$ cat src/rtl/tl_pkg.sv
// Shared definitions for the traffic light controller: phase codes,
// lamp encodings, countdown width and the lamp decode helper.
package tl_pkg;

  localparam int CNT_W = 6;

  localparam logic [CNT_W-1:0] CNT_ZERO = 6'd0;
  localparam logic [CNT_W-1:0] CNT_ONE  = 6'd1;

  // Phase codes; also driven out on the phase port.
  typedef enum logic [2:0] {
    NS_G  = 3'd0,
    NS_Y  = 3'd1,
    AR1   = 3'd2,
    EW_G  = 3'd3,
    EW_Y  = 3'd4,
    AR2   = 3'd5,
    FLASH = 3'd6
  } state_e;

  // Lamp encodings, {red,yellow,green}.
  localparam logic [2:0] RED = 3'b100;
  localparam logic [2:0] YEL = 3'b010;
  localparam logic [2:0] GRN = 3'b001;
  localparam logic [2:0] OFF = 3'b000;

  typedef struct packed {
    logic [2:0] ns;
    logic [2:0] ew;
  } lights_t;

  // Lamp pattern for a phase; flash_on selects yellow vs dark in FLASH.
  function automatic lights_t decode_lights(input state_e st, input logic flash_on);
    lights_t l;
    l.ns = RED;
    l.ew = RED;
    case (st)
      NS_G:  l.ns = GRN;
      NS_Y:  l.ns = YEL;
      EW_G:  l.ew = GRN;
      EW_Y:  l.ew = YEL;
      FLASH: begin
        l.ns = flash_on ? YEL : OFF;
        l.ew = flash_on ? YEL : OFF;
      end
      default: begin
        l.ns = RED;
        l.ew = RED;
      end
    endcase
    return l;
  endfunction

endpackage

$ cat src/rtl/traffic_ctrl_if.sv
// Request inputs and display/lamp outputs of the traffic light controller.
interface traffic_ctrl_if;
  import tl_pkg::*;

  logic             tick;
  logic             night;
  logic             ped_req;
  logic [2:0]       ns_light;
  logic [2:0]       ew_light;
  logic [CNT_W-1:0] count;
  logic [2:0]       phase;

  // Environment side: drives requests, observes lamps.
  modport master (
    output tick, night, ped_req,
    input  ns_light, ew_light, count, phase
  );

  // Controller side.
  modport slave (
    input  tick, night, ped_req,
    output ns_light, ew_light, count, phase
  );
endinterface

$ cat src/rtl/tl_down_counter.sv
// Phase countdown: loadable, decrements on tick, saturates at zero.
module tl_down_counter
  import tl_pkg::*;
#(
  parameter logic [CNT_W-1:0] RST_VAL = 6'd0
) (
  input  logic             clk,
  input  logic             rst,
  input  logic             load,
  input  logic [CNT_W-1:0] load_val,
  input  logic             dec,
  output logic [CNT_W-1:0] count,
  output logic             zero
);

  logic [CNT_W-1:0] count_d;
  logic [CNT_W-1:0] count_q;

  // Next count: load has priority, then a non-wrapping decrement.
  always_comb begin
    count_d = count_q;
    if (load) begin
      count_d = load_val;
    end else if (dec && (count_q != CNT_ZERO)) begin
      count_d = count_q - CNT_ONE;
    end else begin
      count_d = count_q;
    end
  end

  // Count register, asynchronously forced to the reset phase length.
  always_ff @(posedge clk or negedge rst) begin
    if (!rst) begin
      count_q <= RST_VAL;
    end else begin
      count_q <= count_d;
    end
  end

  assign count = count_q;
  assign zero  = (count_q == CNT_ZERO);

endmodule

$ cat src/rtl/traffic_ctrl.sv
// Two-way intersection controller with pedestrian shortening of greens
// and a night flashing-yellow mode. All parameters must lie in 1..63.
module traffic_ctrl
  import tl_pkg::*;
#(
  parameter int T_NS_GREEN = 40,
  parameter int T_EW_GREEN = 25,
  parameter int T_YELLOW   = 5,
  parameter int T_ALLRED   = 2,
  parameter int T_PED      = 5
) (
  input  logic          clk,
  input  logic          rst,
  traffic_ctrl_if.slave bus
);

  localparam logic [CNT_W-1:0] LD_NS  = CNT_W'(T_NS_GREEN - 1);
  localparam logic [CNT_W-1:0] LD_EW  = CNT_W'(T_EW_GREEN - 1);
  localparam logic [CNT_W-1:0] LD_YEL = CNT_W'(T_YELLOW - 1);
  localparam logic [CNT_W-1:0] LD_AR  = CNT_W'(T_ALLRED - 1);
  localparam logic [CNT_W-1:0] LD_PED = CNT_W'(T_PED - 1);

  state_e           state_d, state_q;
  logic             pend_d, pend_q;
  logic             flash_d, flash_q;
  logic             ld_s;
  logic [CNT_W-1:0] ld_val_s;
  logic             dec_s;
  logic [CNT_W-1:0] cnt_s;
  logic             cnt_zero_s;
  logic             green_s;
  lights_t          lights_s;

  // Successor in the normal rotation.
  function automatic state_e next_phase(input state_e st);
    case (st)
      NS_G:    return NS_Y;
      NS_Y:    return AR1;
      AR1:     return EW_G;
      EW_G:    return EW_Y;
      EW_Y:    return AR2;
      AR2:     return NS_G;
      default: return AR2;
    endcase
  endfunction

  // Countdown value loaded on entry to a phase (its length minus one).
  function automatic logic [CNT_W-1:0] phase_load(input state_e st);
    case (st)
      NS_G:       return LD_NS;
      EW_G:       return LD_EW;
      NS_Y, EW_Y: return LD_YEL;
      AR1, AR2:   return LD_AR;
      default:    return CNT_ZERO;
    endcase
  endfunction

  tl_down_counter #(
    .RST_VAL (LD_AR)
  ) u_cnt (
    .clk      (clk),
    .rst      (rst),
    .load     (ld_s),
    .load_val (ld_val_s),
    .dec      (dec_s),
    .count    (cnt_s),
    .zero     (cnt_zero_s)
  );

  assign green_s = (state_q == NS_G) || (state_q == EW_G);

  // Next state, pending flag and counter control; night beats everything.
  always_comb begin
    state_d  = state_q;
    pend_d   = pend_q | bus.ped_req;
    flash_d  = flash_q;
    ld_s     = 1'b0;
    ld_val_s = CNT_ZERO;
    dec_s    = 1'b0;
    if (bus.tick) begin
      if (state_q == FLASH) begin
        if (bus.night) begin
          flash_d = ~flash_q;
        end else begin
          state_d  = AR2;
          ld_s     = 1'b1;
          ld_val_s = LD_AR;
          flash_d  = 1'b0;
          pend_d   = 1'b0;
        end
      end else if (bus.night) begin
        state_d  = FLASH;
        ld_s     = 1'b1;
        ld_val_s = CNT_ZERO;
        flash_d  = 1'b0;
        pend_d   = 1'b0;
      end else if (cnt_zero_s) begin
        state_d  = next_phase(state_q);
        ld_s     = 1'b1;
        ld_val_s = phase_load(next_phase(state_q));
        if ((next_phase(state_q) == AR1) || (next_phase(state_q) == AR2)) begin
          pend_d = 1'b0;
        end else begin
          pend_d = pend_q | bus.ped_req;
        end
      end else if (green_s && pend_d && (cnt_s > LD_PED)) begin
        ld_s     = 1'b1;
        ld_val_s = LD_PED;
        pend_d   = 1'b0;
      end else begin
        dec_s = 1'b1;
      end
    end else begin
      state_d = state_q;
    end
  end

  // Controller registers; reset parks the junction in all-red.
  always_ff @(posedge clk or negedge rst) begin
    if (!rst) begin
      state_q <= AR2;
      pend_q  <= 1'b0;
      flash_q <= 1'b0;
    end else begin
      state_q <= state_d;
      pend_q  <= pend_d;
      flash_q <= flash_d;
    end
  end

  assign lights_s     = decode_lights(state_q, flash_q);
  assign bus.ns_light = lights_s.ns;
  assign bus.ew_light = lights_s.ew;
  assign bus.count    = cnt_s;
  assign bus.phase    = state_q;

endmodule

$ cat src/flat_wrapper.sv
// flat-port wrapper written by rule: the top's interface ports become plain ports
module traffic_ctrl_flat import tl_pkg::*;
#(
  parameter int T_NS_GREEN = 40,
  parameter int T_EW_GREEN = 25,
  parameter int T_YELLOW   = 5,
  parameter int T_ALLRED   = 2,
  parameter int T_PED      = 5
)
  (clk, rst, bus_tick, bus_night, bus_ped_req, bus_ns_light, bus_ew_light, bus_count, bus_phase);
  traffic_ctrl_if bus_i ();
  input  logic clk;
  input  logic rst;
  input wire logic [$bits(bus_i.tick)-1:0] bus_tick;
  input wire logic [$bits(bus_i.night)-1:0] bus_night;
  input wire logic [$bits(bus_i.ped_req)-1:0] bus_ped_req;
  output wire logic [$bits(bus_i.ns_light)-1:0] bus_ns_light;
  output wire logic [$bits(bus_i.ew_light)-1:0] bus_ew_light;
  output wire logic [$bits(bus_i.count)-1:0] bus_count;
  output wire logic [$bits(bus_i.phase)-1:0] bus_phase;
  assign bus_i.tick = bus_tick;
  assign bus_i.night = bus_night;
  assign bus_i.ped_req = bus_ped_req;
  assign bus_ns_light = bus_i.ns_light;
  assign bus_ew_light = bus_i.ew_light;
  assign bus_count = bus_i.count;
  assign bus_phase = bus_i.phase;
  traffic_ctrl #(.T_NS_GREEN(T_NS_GREEN), .T_EW_GREEN(T_EW_GREEN), .T_YELLOW(T_YELLOW), .T_ALLRED(T_ALLRED), .T_PED(T_PED)) u_core (.clk(clk), .rst(rst), .bus(bus_i));
endmodule
$ cat config.mk
export PLATFORM = sky130hd
export DESIGN_NAME = traffic_ctrl_flat
export DESIGN_NICKNAME = d
export VERILOG_FILES = /design/src/rtl/tl_pkg.sv /design/src/rtl/traffic_ctrl_if.sv /design/src/rtl/tl_down_counter.sv /design/src/rtl/traffic_ctrl.sv /design/src/flat_wrapper.sv
export SDC_FILE = /design/constraint.sdc
export NUM_CORES = 1
export LEC_CHECK = 0
export ABC_AREA = 1
export CAP_MARGIN = 10
export CORE_MARGIN = 2
export CORE_UTILIZATION = 64
export CTS_BUF_LIST = sky130_fd_sc_hd__clkbuf_8
export DETAILED_ROUTE_END_ITERATION = 10
export DONT_BUFFER_PORTS = 1
export PLACE_DENSITY = 0.8
export SYNTH_ARGS = -nofsm -noshare
export SYNTH_HDL_FRONTEND = slang
export SYNTH_HIERARCHICAL = 1
export SYNTH_SLANG_ARGS = --single-unit
$ cat constraint.sdc
create_clock -name clk -period 2.7 [get_ports clk]
set_input_delay 0.27 -clock clk [delete_from_list [all_inputs] [get_ports clk]]
set_output_delay 0.27 -clock clk [all_outputs]
set_load 0.02 [all_outputs]
Word-level counts from Yosys, hierarchy flattened

Cells that the tools add are included.

Output and inout port bits: 15
Register bits after elaboration: 11
Logic and storage cells: 77

Multiplexer cells: 41
$add $sub $neg: 1
Equality and inequality tests: 12
Bitwise operators: 2
$lt $le $gt $ge: 1
Reduce and logical (&&, ||, !) cells: 16

Operators with widths:

| operator                                                              | count |
|---|---|
| 6-bit two-way mux                                                     | 6 |
| 3-bit two-way mux                                                     | 8 |
| 6-bit one-hot mux with 4 select lines                                 | 1 |
| 1-bit two-way mux                                                     | 22 |
| 3-bit one-hot mux with 3 select lines                                 | 2 |
| 3-bit equality test, second input constant                            | 5 |
| 3-bit one-hot mux with 5 select lines                                 | 1 |
| 3-bit by 2-bit equality test with 1-bit output, second input constant | 4 |
| 3-bit by 1-bit equality test with 1-bit output, second input constant | 2 |
| 6-bit by 3-bit > comparator with 1-bit output, second input constant  | 1 |
| 3-bit logical NOT                                                     | 2 |
| 6-bit logical NOT                                                     | 1 |
| 6-bit nonzero test                                                    | 1 |
| 6-bit by 1-bit subtractor with 6-bit output, second input constant    | 1 |
| 2-bit nonzero test                                                    | 2 |
| 2-bit OR reduction                                                    | 2 |
| 1-bit logical AND                                                     | 3 |
| 3-bit AND reduction                                                   | 1 |
| 3-bit nonzero test                                                    | 1 |
| 1-bit logical OR                                                      | 2 |
| 2-bit two-way mux                                                     | 1 |
| 2-bit inequality test, second input constant                          | 1 |
| 2-bit AND reduction                                                   | 1 |
| 1-bit inverter                                                        | 1 |
| 1-bit bitwise OR                                                      | 1 |

Depth between registers and ports, before layout

Gate-level depths: netlist (run 1).

Word-level depth: 14
Depth in mapped cells: 11
Depth with buffers taken out: 11

Cells and area by module

Netlist (run 1), hierarchy kept.

By module, submodules not included:

| module          | cells each | area an instance (µm²) | times used |
|---|---|---|---|
| traffic_ctrl    | 74         | 475.5                  | 1 |
| tl_down_counter | 55         | 426.7                  | 1 |

Worst setup path after synthesis (run 1)

No wires, ideal clock.

Kind: reg-to-reg
From: register u_core.u_cnt.count_q[0] (netlist: u_core/u_cnt/count[0])
To: register u_core.u_cnt.count_q[1] (netlist: u_core/u_cnt/count[1])
Setup time: 0.119 ns
Path slack: 0.704 ns
Arrival time: 1.877 ns
Required time: 2.581 ns
Cell stages (with the launch flop): 12
Buffers on the path: 1
Cells stage by stage: dfstp_2 inv_1 ha_1 nand3_2 inv_1 nor2_4 a21oi_1 buf_2 inv_1 nand2_4 nand2_1 o21ai_2

RTL lines:

| what                                                           | RTL line              | text |
|---|---|---|
| from (decl)                                                    | tl_down_counter.sv:17 | `logic [CNT_W-1:0] count_q;` |
| from (signal assigned)                                         | tl_down_counter.sv:36 | `count_q <= count_d;` |
| 6-bit logical NOT *                                            | tl_down_counter.sv:41 | `assign zero = (count_q == CNT_ZERO);` |
| net u_core.cnt_zero_s                                          | traffic_ctrl.sv:30    | `logic cnt_zero_s;` |
| 1-bit two-way mux *                                            | traffic_ctrl.sv:97    | `end else if (cnt_zero_s) begin` |
| 1-bit two-way mux *                                            | traffic_ctrl.sv:91    | `end else if (bus.night) begin` |
| 1-bit two-way mux *                                            | traffic_ctrl.sv:81    | `if (state_q == FLASH) begin` |
| 1-bit two-way mux *                                            | traffic_ctrl.sv:80    | `if (bus.tick) begin` |
| net u_core.ld_s                                                | traffic_ctrl.sv:26    | `logic ld_s;` |
| 6-bit two-way mux / 2-bit nonzero test (equally long branches) | n/a                   |  |

Mark *: on every way through the listed nets, which the timed path passes. The rest lies on a longest branch. The select of a mux whose other input is x is not followed.
A chain may end at the register's enable or synchronous reset.

Final worst setup path (run 1)

From: register u_core.u_cnt.count_q[1] (netlist: u_core/u_cnt/count[1])
To: register u_core.u_cnt.count_q[1] (netlist: u_core/u_cnt/count[1])

The elaborated chain is that of the path after synthesis.

==> results.sh, run 1 <==
export IMPL_min_path_type="input port to register"
export IMPL_netlist_area_um2=902
export IMPL_slew_violations=0
export IMPL_syn_inst=129
export IMPL_synth_seq_cells=11
export IMPL_timing_final_crit_share=0.895
export IMPL_synth_nets=136
export IMPL_numCtsBuffers=3
export IMPL_postRouteAntennaNets=0
export IMPL_diodes=0
export IMPL_synthTopCellsByArea="dfrtp_1 (22%), nand2_1 (14%), dfstp_2 (8.7%)"
export IMPL_slowest_delay_ns=0.59
export IMPL_crit_slowest_cell="a21oi_1"
export IMPL_drc_errors=0
export IMPL_critPathLaunchType="register"
export IMPL_place_congestion=0.965
export IMPL_grt_usage=0.254
export IMPL_cts_repair_resized=0
export IMPL_antenna_found_initial=0
export IMPL_tightest_slew_ns=0.721
export IMPL_cpLargestDelayFamily="compound AO/OA/AOI/OAI gates"
export IMPL_fin_crit_ns=2.42
export IMPL_area_growth_pct=7.63
export IMPL_seq_area_um2=279
export IMPL_synth_edff_count=0
export IMPL_port_buffers=0
export IMPL_root_buffer="clkbuf_8"
export IMPL_cp_max_fo=10
export IMPL_grt_busiest_layer="met2"
export IMPL_grt_max_degree=12
export IMPL_cts_sinks=11
export IMPL_tns_ns=0
export IMPL_power_density_nw_per_um2=1480
export IMPL_drive_above_1_share=0.180
export IMPL_num_vias=892
export IMPL_yosysMostFrequentCell="nand2_1"
export IMPL_crit_arrival_ns=2.58
export IMPL_maxCapViolCount=0
export IMPL_cpMostUsedCell="inv_1"
export IMPL_dieWidth_um=41.5
export IMPL_tritoncts="yes"
export IMPL_die_area_um2=1730
export IMPL_required_ns=2.87
export IMPL_yosys_warnings=6
export IMPL_clk_pin_slew_ns=0.05
export IMPL_hold_violations=0
export IMPL_multi_input_area_um2=554
export IMPL_core_area_um2=1300
export IMPL_place_ws_ns=0.329
export IMPL_std_cell_rows=13
export IMPL_use_met3=0.0435
export IMPL_outcome="finished clean"
export IMPL_cts_hold_buf=1
export IMPL_start_util=0.693
export IMPL_finClkSkew_ns=0.000690
export IMPL_rsz0062_at_grt="false"
export IMPL_die_h_um=41.5
export IMPL_synth_common_cells="nand2_1 (33), inv_1 (15), nand3_1 (14)"
export IMPL_wl_per_cell_um=13.8
export IMPL_setup_violations=0
export IMPL_grt_pass1_vias=849
export IMPL_hpwl_um=1550
export IMPL_p_leak_nw=0.477
export IMPL_first_iter_violations=31
export IMPL_htreeDepth=1
export IMPL_worst_skew_pair_late_latency_ns=0.24
export IMPL_via_per_inst=6.03
export IMPL_wirelength_um=2040
export IMPL_gr_total_overflow=0
export IMPL_peakVddDrop_v=0.000952
export IMPL_layout_nets=141
export IMPL_yosysSeqAreaShare=0.309
export IMPL_ys_types=27
export IMPL_grt_pass1_wl_um=3440
export IMPL_syn_area_per_cell_um2=6.99
export IMPL_grtUsageMet1=0.311
export IMPL_synth_top_cell_area_share=0.222
export IMPL_slew_headroom=0.520
export IMPL_async_flop_share=1.00
export IMPL_io_pins=20
export IMPL_regToRegSetupSlack_ns=0.28
export IMPL_post_cts_buffers=0
export IMPL_cp_end_kind="register"
export IMPL_path_class="register to register"
export IMPL_max_freq_ghz=0.414
export IMPL_ys_flop_type="dfrtp_1"
export IMPL_layout_setup_ws_ns=0.284
export IMPL_critical_path_buf_inv_count=3
export IMPL_path_cells="inv_1 > ha_1 > nand3_2 > inv_1 > nor2_4 > a21oi_1 > inv_1 > nand2_4 > nand2_1 > o21ai_2"
export IMPL_use_met2=0.416
export IMPL_drt_pass1_iter_count=4
export IMPL_clk_path_buf_depth=2
export IMPL_nFillCells=118
export IMPL_yosysTopAreaCell="dfrtp_1"
cell families (layout without fill, tap and decap cells):
family | after synthesis | in the layout | synth area share
XOR/XNOR | 3 | 3 | 0.0291
AO/OA/AOI/OAI | 19 | 19 | 0.122
AND/OR/NAND/NOR | 76 | 76 | 0.436
adder cells (fa/ha/maj) | 2 | 2 | 0.0277
buffers and inverters | 18 | 22 | 0.0763
flip-flops | 11 | 11 | 0.309
flip-flops by register name, indices dropped and copies added, names as in the netlist:
| name | cells |
|---|---|
| u_core/pend_q | 1 |
| u_core/flash_q | 1 |
| u_core/bus.phase | 3 |
| u_core/u_cnt/count | 6 |
cells in the final DEF, fill, tap and decap left out, types with 3 or more instances in the layout:
| cell type | instances |
|---|---|
| clkbuf_8 | 3 |
| o21ai_1 | 3 |
| nor2_2 | 3 |
| nand4_1 | 3 |
| dfstp_2 | 3 |
| o21ai_0 | 5 |
| nand3_1 | 14 |
| nand2_2 | 3 |
| inv_1 | 16 |
| nor2_1 | 10 |
| nand2_1 | 33 |
| dfrtp_1 | 8 |
| nand2_4 | 3 |
| a21oi_1 | 6 |
worst paths after layout:
path	depth (start not counted)	start	end
max in group asynchronous	1	rst	u_core/bus.phase[0]$_DFFE_PN1P_
worst min-delay path	3	bus_tick	u_core/flash_q$_DFFE_PN0P_
worst min register to register	1	u_core/flash_q$_DFFE_PN0P_	u_core/flash_q$_DFFE_PN0P_
worst max-delay path	10	u_core/u_cnt/count[1]$_DFFE_PN0P_	u_core/u_cnt/count[1]$_DFFE_PN0P_
worst max register to register	10	u_core/u_cnt/count[1]$_DFFE_PN0P_	u_core/u_cnt/count[1]$_DFFE_PN0P_
min in group asynchronous	1	rst	u_core/bus.phase[1]$_DFFE_PN0P_
layout make-up:
cell class / instances / area share
inverter: 17 / 0.0657
timing repair buffer: 1 / 0.0103
tap: 15 / 0.0193
clock buffer: 3 / 0.0425
clock inverter: 1 / 0.00387
multi-input combinational: 100 / 0.571
sequential: 11 / 0.287
per-stage QoR:
stage / hold WS [ns] / total power [mW] / instances / instance area, um2 / util
2_1_floorplan: -0.0256 / 1.12 / 129 / 902 / -
3_3_place_gp: -0.0254 / 1.24 / 143 / 916 / 0.704
3_5_place_dp: -0.0253 / 1.26 / 143 / 916 / 0.704
4_1_cts: 0.205 / 1.43 / 148 / 971 / 0.746
5_1_grt: 0.218 / 1.55 / 148 / 971 / 0.746
6_report: 0.205 / 1.44 / 148 / 971 / 0.746
power breakdown:
part	internal (mW)	leakage [nW]	total, mW	switching, mW
clock	0.0999	0.0269	0.162	0.0625
sequential	0.259	0.136	0.460	0.201
combinational	0.267	0.314	0.819	0.552
metal layers:
metal,vias to the layer above,share of wire
met4,0,0.018
met5,-,0
met2,46,0.48
met1,412,0.43
li1,430,-
met3,4,0.076
tightest hold or removal path, cell delays in order:
cell and delay, ns:
nand2_1 0.04, nand2_1 0.04, o31ai_1 0.05
No activity file was read; power rests on OpenSTA's default activity.
==> run 2, diff against run 1 <==
CORE_MARGIN = 5   (was 2)
RECOVER_POWER = 100   (was not set)
==> run 2 against run 1 <==
Against the previous run: sequential share of layout area rose by 0.57 points; first-iteration DRC count rose by 87%; final cell count did not move; critical path depth rose by 1; die area rose by 31%; power fell by 2.4%; non-clock buffer count did not move; utilization fell by 2.3 points; combinational power fell by 2.6%; sequential power fell by 3%; highest routed layer unchanged.
==> results.sh, run 2 (synthesis results as in run 1) <==
export IMPL_most_common_layout_cells="nand2_1 (35), inv_1 (17), nand3_1 (15)"
export IMPL_drt_pass1_iter_count=4
export IMPL_area_growth_pct=5.55
export IMPL_rsz0062_at_grt="false"
export IMPL_p_leak_nw=0.468
export IMPL_io_pins=20
export IMPL_power_density_nw_per_um2=1480
export IMPL_hpwl_um=1570
export IMPL_fin_crit_ns=2.38
export IMPL_place_ws_ns=0.286
export IMPL_postRouteAntennaNets=0
export IMPL_timing_final_crit_share=0.881
export IMPL_hold_ws_ns=0.209
export IMPL_tns_ns=0
export IMPL_num_vias=854
export IMPL_htreeDepth=1
export IMPL_final_common_cell="nand2_1"
export IMPL_clk_path_buf_depth=2
export IMPL_post_cts_buffers=0
export IMPL_root_buffer="clkbuf_8"
export IMPL_port_buffers=0
export IMPL_core_area_um2=1320
export IMPL_critical_path_buf_inv_count=2
export IMPL_largest_reg_flops=6
export IMPL_setup_violations=0
export IMPL_peakVddDrop_v=0.000790
export IMPL_std_cell_rows=13
export IMPL_dieWidth_um=47.5
export IMPL_first_iter_violations=58
export IMPL_utilization=0.723
export IMPL_worst_skew_pair_late_latency_ns=0.23
export IMPL_cp_max_fo=6
export IMPL_layout_setup_ws_ns=0.320
export IMPL_numCtsBuffers=3
export IMPL_maxCapViolCount=0
export IMPL_cts_sinks=11
export IMPL_hold_violations=0
export IMPL_drive_above_1_share=0.128
export IMPL_diodes=0
export IMPL_drc_errors=0
export IMPL_slew_violations=0
export IMPL_die_h_um=47.5
export IMPL_wirelength_um=2130
export IMPL_tightest_slew_ns=0.536
export IMPL_power_mw=1.41
export IMPL_required_ns=2.86
export IMPL_via_per_inst=5.77
export IMPL_grt_max_degree=12
export IMPL_clk_pin_slew_ns=0.05
export IMPL_place_congestion=0.912
export IMPL_cpMostUsedCell="nand2_1"
export IMPL_slew_headroom=0.642
export IMPL_start_util=0.685
export IMPL_grt_usage=0.221
export IMPL_path_cells="inv_1 > ha_1 > nand3_1 > inv_1 > nor2_4 > nand2_1 > nor2_1 > nand2_1 > nand2_1 > nand2_1 > o21ai_2"
export IMPL_finClkSkew_ns=0.00229
export IMPL_critPathLaunchType="register"
export IMPL_die_area_um2=2260
export IMPL_cp_end_kind="register"
export IMPL_cpLargestDelayFamily="simple AND/OR/NAND/NOR gates"
export IMPL_layout_nets=141
export IMPL_slowest_delay_ns=0.68
export IMPL_wl_per_cell_um=14.4
export IMPL_antenna_found_initial=0
export IMPL_max_freq_ghz=0.420
export IMPL_crit_slowest_cell="dfstp_1"
export IMPL_min_path_type="input port to register"
export IMPL_crit_arrival_ns=2.54
export IMPL_outcome="finished clean"
export IMPL_grt_pass1_wl_um=3490
export IMPL_gr_total_overflow=0
export IMPL_path_class="register to register"
export IMPL_tritoncts="yes"
export IMPL_grt_pass1_vias=799
run 2: cell counts in the layout (fill, tap and decap cells not counted):
Identical to the previous run, type by type.
run 2: path summary, 6_finish.rpt:
kind | start | endpoint | slack (ns) | cells past startpoint
worst min register to register | u_core/flash_q$_DFFE_PN0P_ | u_core/flash_q$_DFFE_PN0P_ | 0.51 | 1
worst max register to register | u_core/u_cnt/count[0]$_DFFE_PN1P_ | u_core/u_cnt/count[1]$_DFFE_PN0P_ | 0.32 | 11
worst min-delay path | bus_night | u_core/bus.phase[0]$_DFFE_PN1P_ | 0.21 | 3
worst max-delay path | u_core/u_cnt/count[0]$_DFFE_PN1P_ | u_core/u_cnt/count[1]$_DFFE_PN0P_ | 0.32 | 11
min in group asynchronous | rst | u_core/pend_q$_DFF_PN0_ | 0.46 | 1
max in group asynchronous | rst | u_core/bus.phase[2]$_DFFE_PN1P_ | 1.88 | 1
run 2: report_power, final:
part           internal (mW)  total [mW]  switching, mW  leakage [nW]
sequential             0.251       0.447          0.195         0.135
clock                 0.0998       0.162         0.0617        0.0269
combinational          0.253       0.798          0.545         0.306
run 2: what timing repair did:
action / CTS / global route
endpoints found under the setup margin: 0 / 6
hold endpoints to repair: 11 / 0
hold buffers: 1 / 0
gates resized for setup: 0 / 1
run 2: stage by stage:
step	cell area [um2]	instances
after floorplan	902	129
after global placement	916	143
after detailed placement	916	143
after CTS	971	148
after global routing	952	148
final	952	148
run 2: worst min-delay path: stages:
cell	delay (ns)
a21oi_1	0.05
nand2_1	0.06
o21ai_1	0.06
run 2: area by class of cell:
type / instances / area [um2]
timing repair buffer: 1 / 10.0
multi-input combinational: 100 / 536
inverter: 17 / 63.8
fill: 107 / 365
sequential: 11 / 279
clock buffer: 3 / 41.3
clock inverter: 1 / 3.75
tap: 15 / 18.8
run 2: routing by layer:
layer	share of wire	track usage
met5	0	0
met4	0.0033	0.108
met3	0.079	0.0489
met2	0.46	0.332
met1	0.46	0.299
==> run 3, diff against run 2 <==
RECOVER_POWER = not set   (was 100)
==> run 3 against run 2 <==
Against the previous run: count of clock-buffer cells in the layout did not move; worst setup slack better by 0.21 ns; global-route usage unchanged; register-to-register slack better by 0.21 ns; clock skew down 0.0016 ns; utilization is 1.7 points higher; critical path depth shrank 2; power is 3.5% higher; die area unchanged; first-iteration DRC count decreased by 31%; non-clock buffer count unchanged; clock power barely moved; largest cell class unchanged; largest power group unchanged.
==> results.sh, run 3 (synthesis results as in run 1) <==
export IMPL_place_congestion=0.912
export IMPL_p_comb_frac=0.576
export IMPL_regToRegSetupSlack_ns=0.53
export IMPL_tritoncts="yes"
export IMPL_netSwitchingPower_uw=827
export IMPL_fin_crit_ns=2.17
export IMPL_finClkSkew_ns=0.000655
export IMPL_maxCapViolCount=0
export IMPL_min_path_type="input port to register"
export IMPL_clk_pin_slew_ns=0.05
export IMPL_most_common_layout_cells="nand2_1 (33), inv_1 (16), nand3_1 (14)"
export IMPL_io_pins=20
export IMPL_diodes=0
export IMPL_max_freq_ghz=0.461
export IMPL_p_int_uw=628
export IMPL_slew_violations=0
export IMPL_grt_pass1_vias=799
export IMPL_first_iter_violations=40
export IMPL_cts_sinks=11
export IMPL_grt_usage=0.221
export IMPL_area_growth_pct=8.04
export IMPL_wirelength_um=2130
export IMPL_timing_final_crit_share=0.803
export IMPL_rsz0062_at_grt="false"
export IMPL_hpwl_um=1570
export IMPL_core_area_um2=1320
export IMPL_critPathLaunchType="register"
export IMPL_cpMostUsedCell="inv_1"
export IMPL_seqPwrFrac=0.313
export IMPL_cp_end_kind="register"
export IMPL_std_cell_rows=13
export IMPL_final_cells=148
export IMPL_tns_ns=0
export IMPL_die_area_um2=2260
export IMPL_root_buffer="clkbuf_8"
export IMPL_path_cells="inv_1 > ha_1 > nand3_2 > inv_1 > nor2_4 > a21oi_2 > inv_1 > nand3_1 > nand3_1"
export IMPL_power_mw=1.46
export IMPL_place_ws_ns=0.286
export IMPL_grt_pass1_wl_um=3490
export IMPL_required_ns=2.81
export IMPL_hold_violations=0
export IMPL_peakVddDrop_v=0.000802
export IMPL_drt_pass1_iter_count=6
export IMPL_layout_nets=141
export IMPL_postRouteAntennaNets=0
export IMPL_clkPwrFrac=0.111
export IMPL_num_vias=862
export IMPL_die_h_um=47.5
export IMPL_layout_setup_ws_ns=0.531
export IMPL_antenna_found_initial=0
export IMPL_clk_path_buf_depth=2
export IMPL_numCtsBuffers=3
export IMPL_start_util=0.685
export IMPL_crit_arrival_ns=2.28
export IMPL_slew_headroom=0.651
export IMPL_switching_share=0.568
export IMPL_post_place_cells=143
export IMPL_wl_per_cell_um=14.4
export IMPL_p_leak_nw=0.477
export IMPL_gr_total_overflow=0
export IMPL_outcome="finished clean"
export IMPL_via_per_inst=5.82
export IMPL_power_density_nw_per_um2=1490
export IMPL_worst_skew_pair_late_latency_ns=0.23
export IMPL_critical_path_buf_inv_count=3
export IMPL_cp_max_fo=10
export IMPL_setup_violations=0
export IMPL_slowest_delay_ns=0.41
export IMPL_largest_reg_flops=6
export IMPL_hold_ws_ns=0.201
export IMPL_tightest_slew_ns=0.522
export IMPL_grt_max_degree=12
export IMPL_drive_above_1_share=0.188
export IMPL_final_common_cell="nand2_1"
export IMPL_path_class="register to register"
export IMPL_drc_errors=0
export IMPL_dieWidth_um=47.5
export IMPL_port_buffers=0
export IMPL_cpLargestDelayFamily="buffers and inverters"
export IMPL_htreeDepth=1
export IMPL_crit_slowest_cell="dfstp_2"
## run 3: worst register-to-register path, delay by kind of cell, from the launching register on
family | cells | cell delay, ns
simple gates | 4 | 0.43
fa+ha+maj | 1 | 0.20
flops | 1 | 0.41
compound gates | 1 | 0.40
buf+inv | 3 | 0.60
## run 3: timing repair
action | CTS | global route
hold buffers | 1 | 0
endpoints found under the setup margin | 0 | 6
endpoints found under the hold margin | 11 | 0
gates resized for setup | 0 | 1
setup buffers | 0 | 0
## run 3: power groups by stage
stage | combinational, mW | sequential (mW) | clock [mW]
CTS | 0.818 | 0.455 | 0.164
finish | 0.839 | 0.456 | 0.161
detailed placement | 0.803 | 0.458 | 0
global placement | 0.788 | 0.454 | 0
global route | 0.937 | 0.470 | 0.172
floorplan | 0.697 | 0.425 | 0
## run 3: cell type report
cell class              instances  area, um2
inverters                      17       63.8
clock buffers                   3       41.3
repair buffers                  1       10.0
multi-input cells             100        558
flip-flops and latches         11        279
well taps                      15       18.8
clock inverters                 1       3.75
fillers                       101        343
## run 3: worst paths after layout
check	cells past startpoint	startpoint	end
max in group asynchronous	1	rst	u_core/u_cnt/count[0]$_DFFE_PN1P_
worst min-delay path	3	bus_night	u_core/bus.phase[0]$_DFFE_PN1P_
worst max-delay path	9	u_core/u_cnt/count[0]$_DFFE_PN1P_	u_core/u_cnt/count[4]$_DFFE_PN0P_
worst min register to register	1	u_core/flash_q$_DFFE_PN0P_	u_core/flash_q$_DFFE_PN0P_
worst max register to register	9	u_core/u_cnt/count[0]$_DFFE_PN1P_	u_core/u_cnt/count[4]$_DFFE_PN0P_
min in group asynchronous	1	rst	u_core/u_cnt/count[3]$_DFFE_PN0P_
## run 3: per-stage QoR
stage / util / instance area, um2
after global routing: 0.740 / 975
after detailed placement: 0.695 / 916
after global placement: 0.695 / 916
after floorplan: - / 902
after CTS: 0.737 / 971
final: 0.740 / 975
## run 3: routing by layer
metal | global-route usage | up-vias | wire (um)
met5 | 0 | - | 0
met2 | 0.332 | 36 | 977
li1 | - | 428 | -
met4 | 0.108 | 0 | 36
met1 | 0.299 | 392 | 928
met3 | 0.0489 | 6 | 188
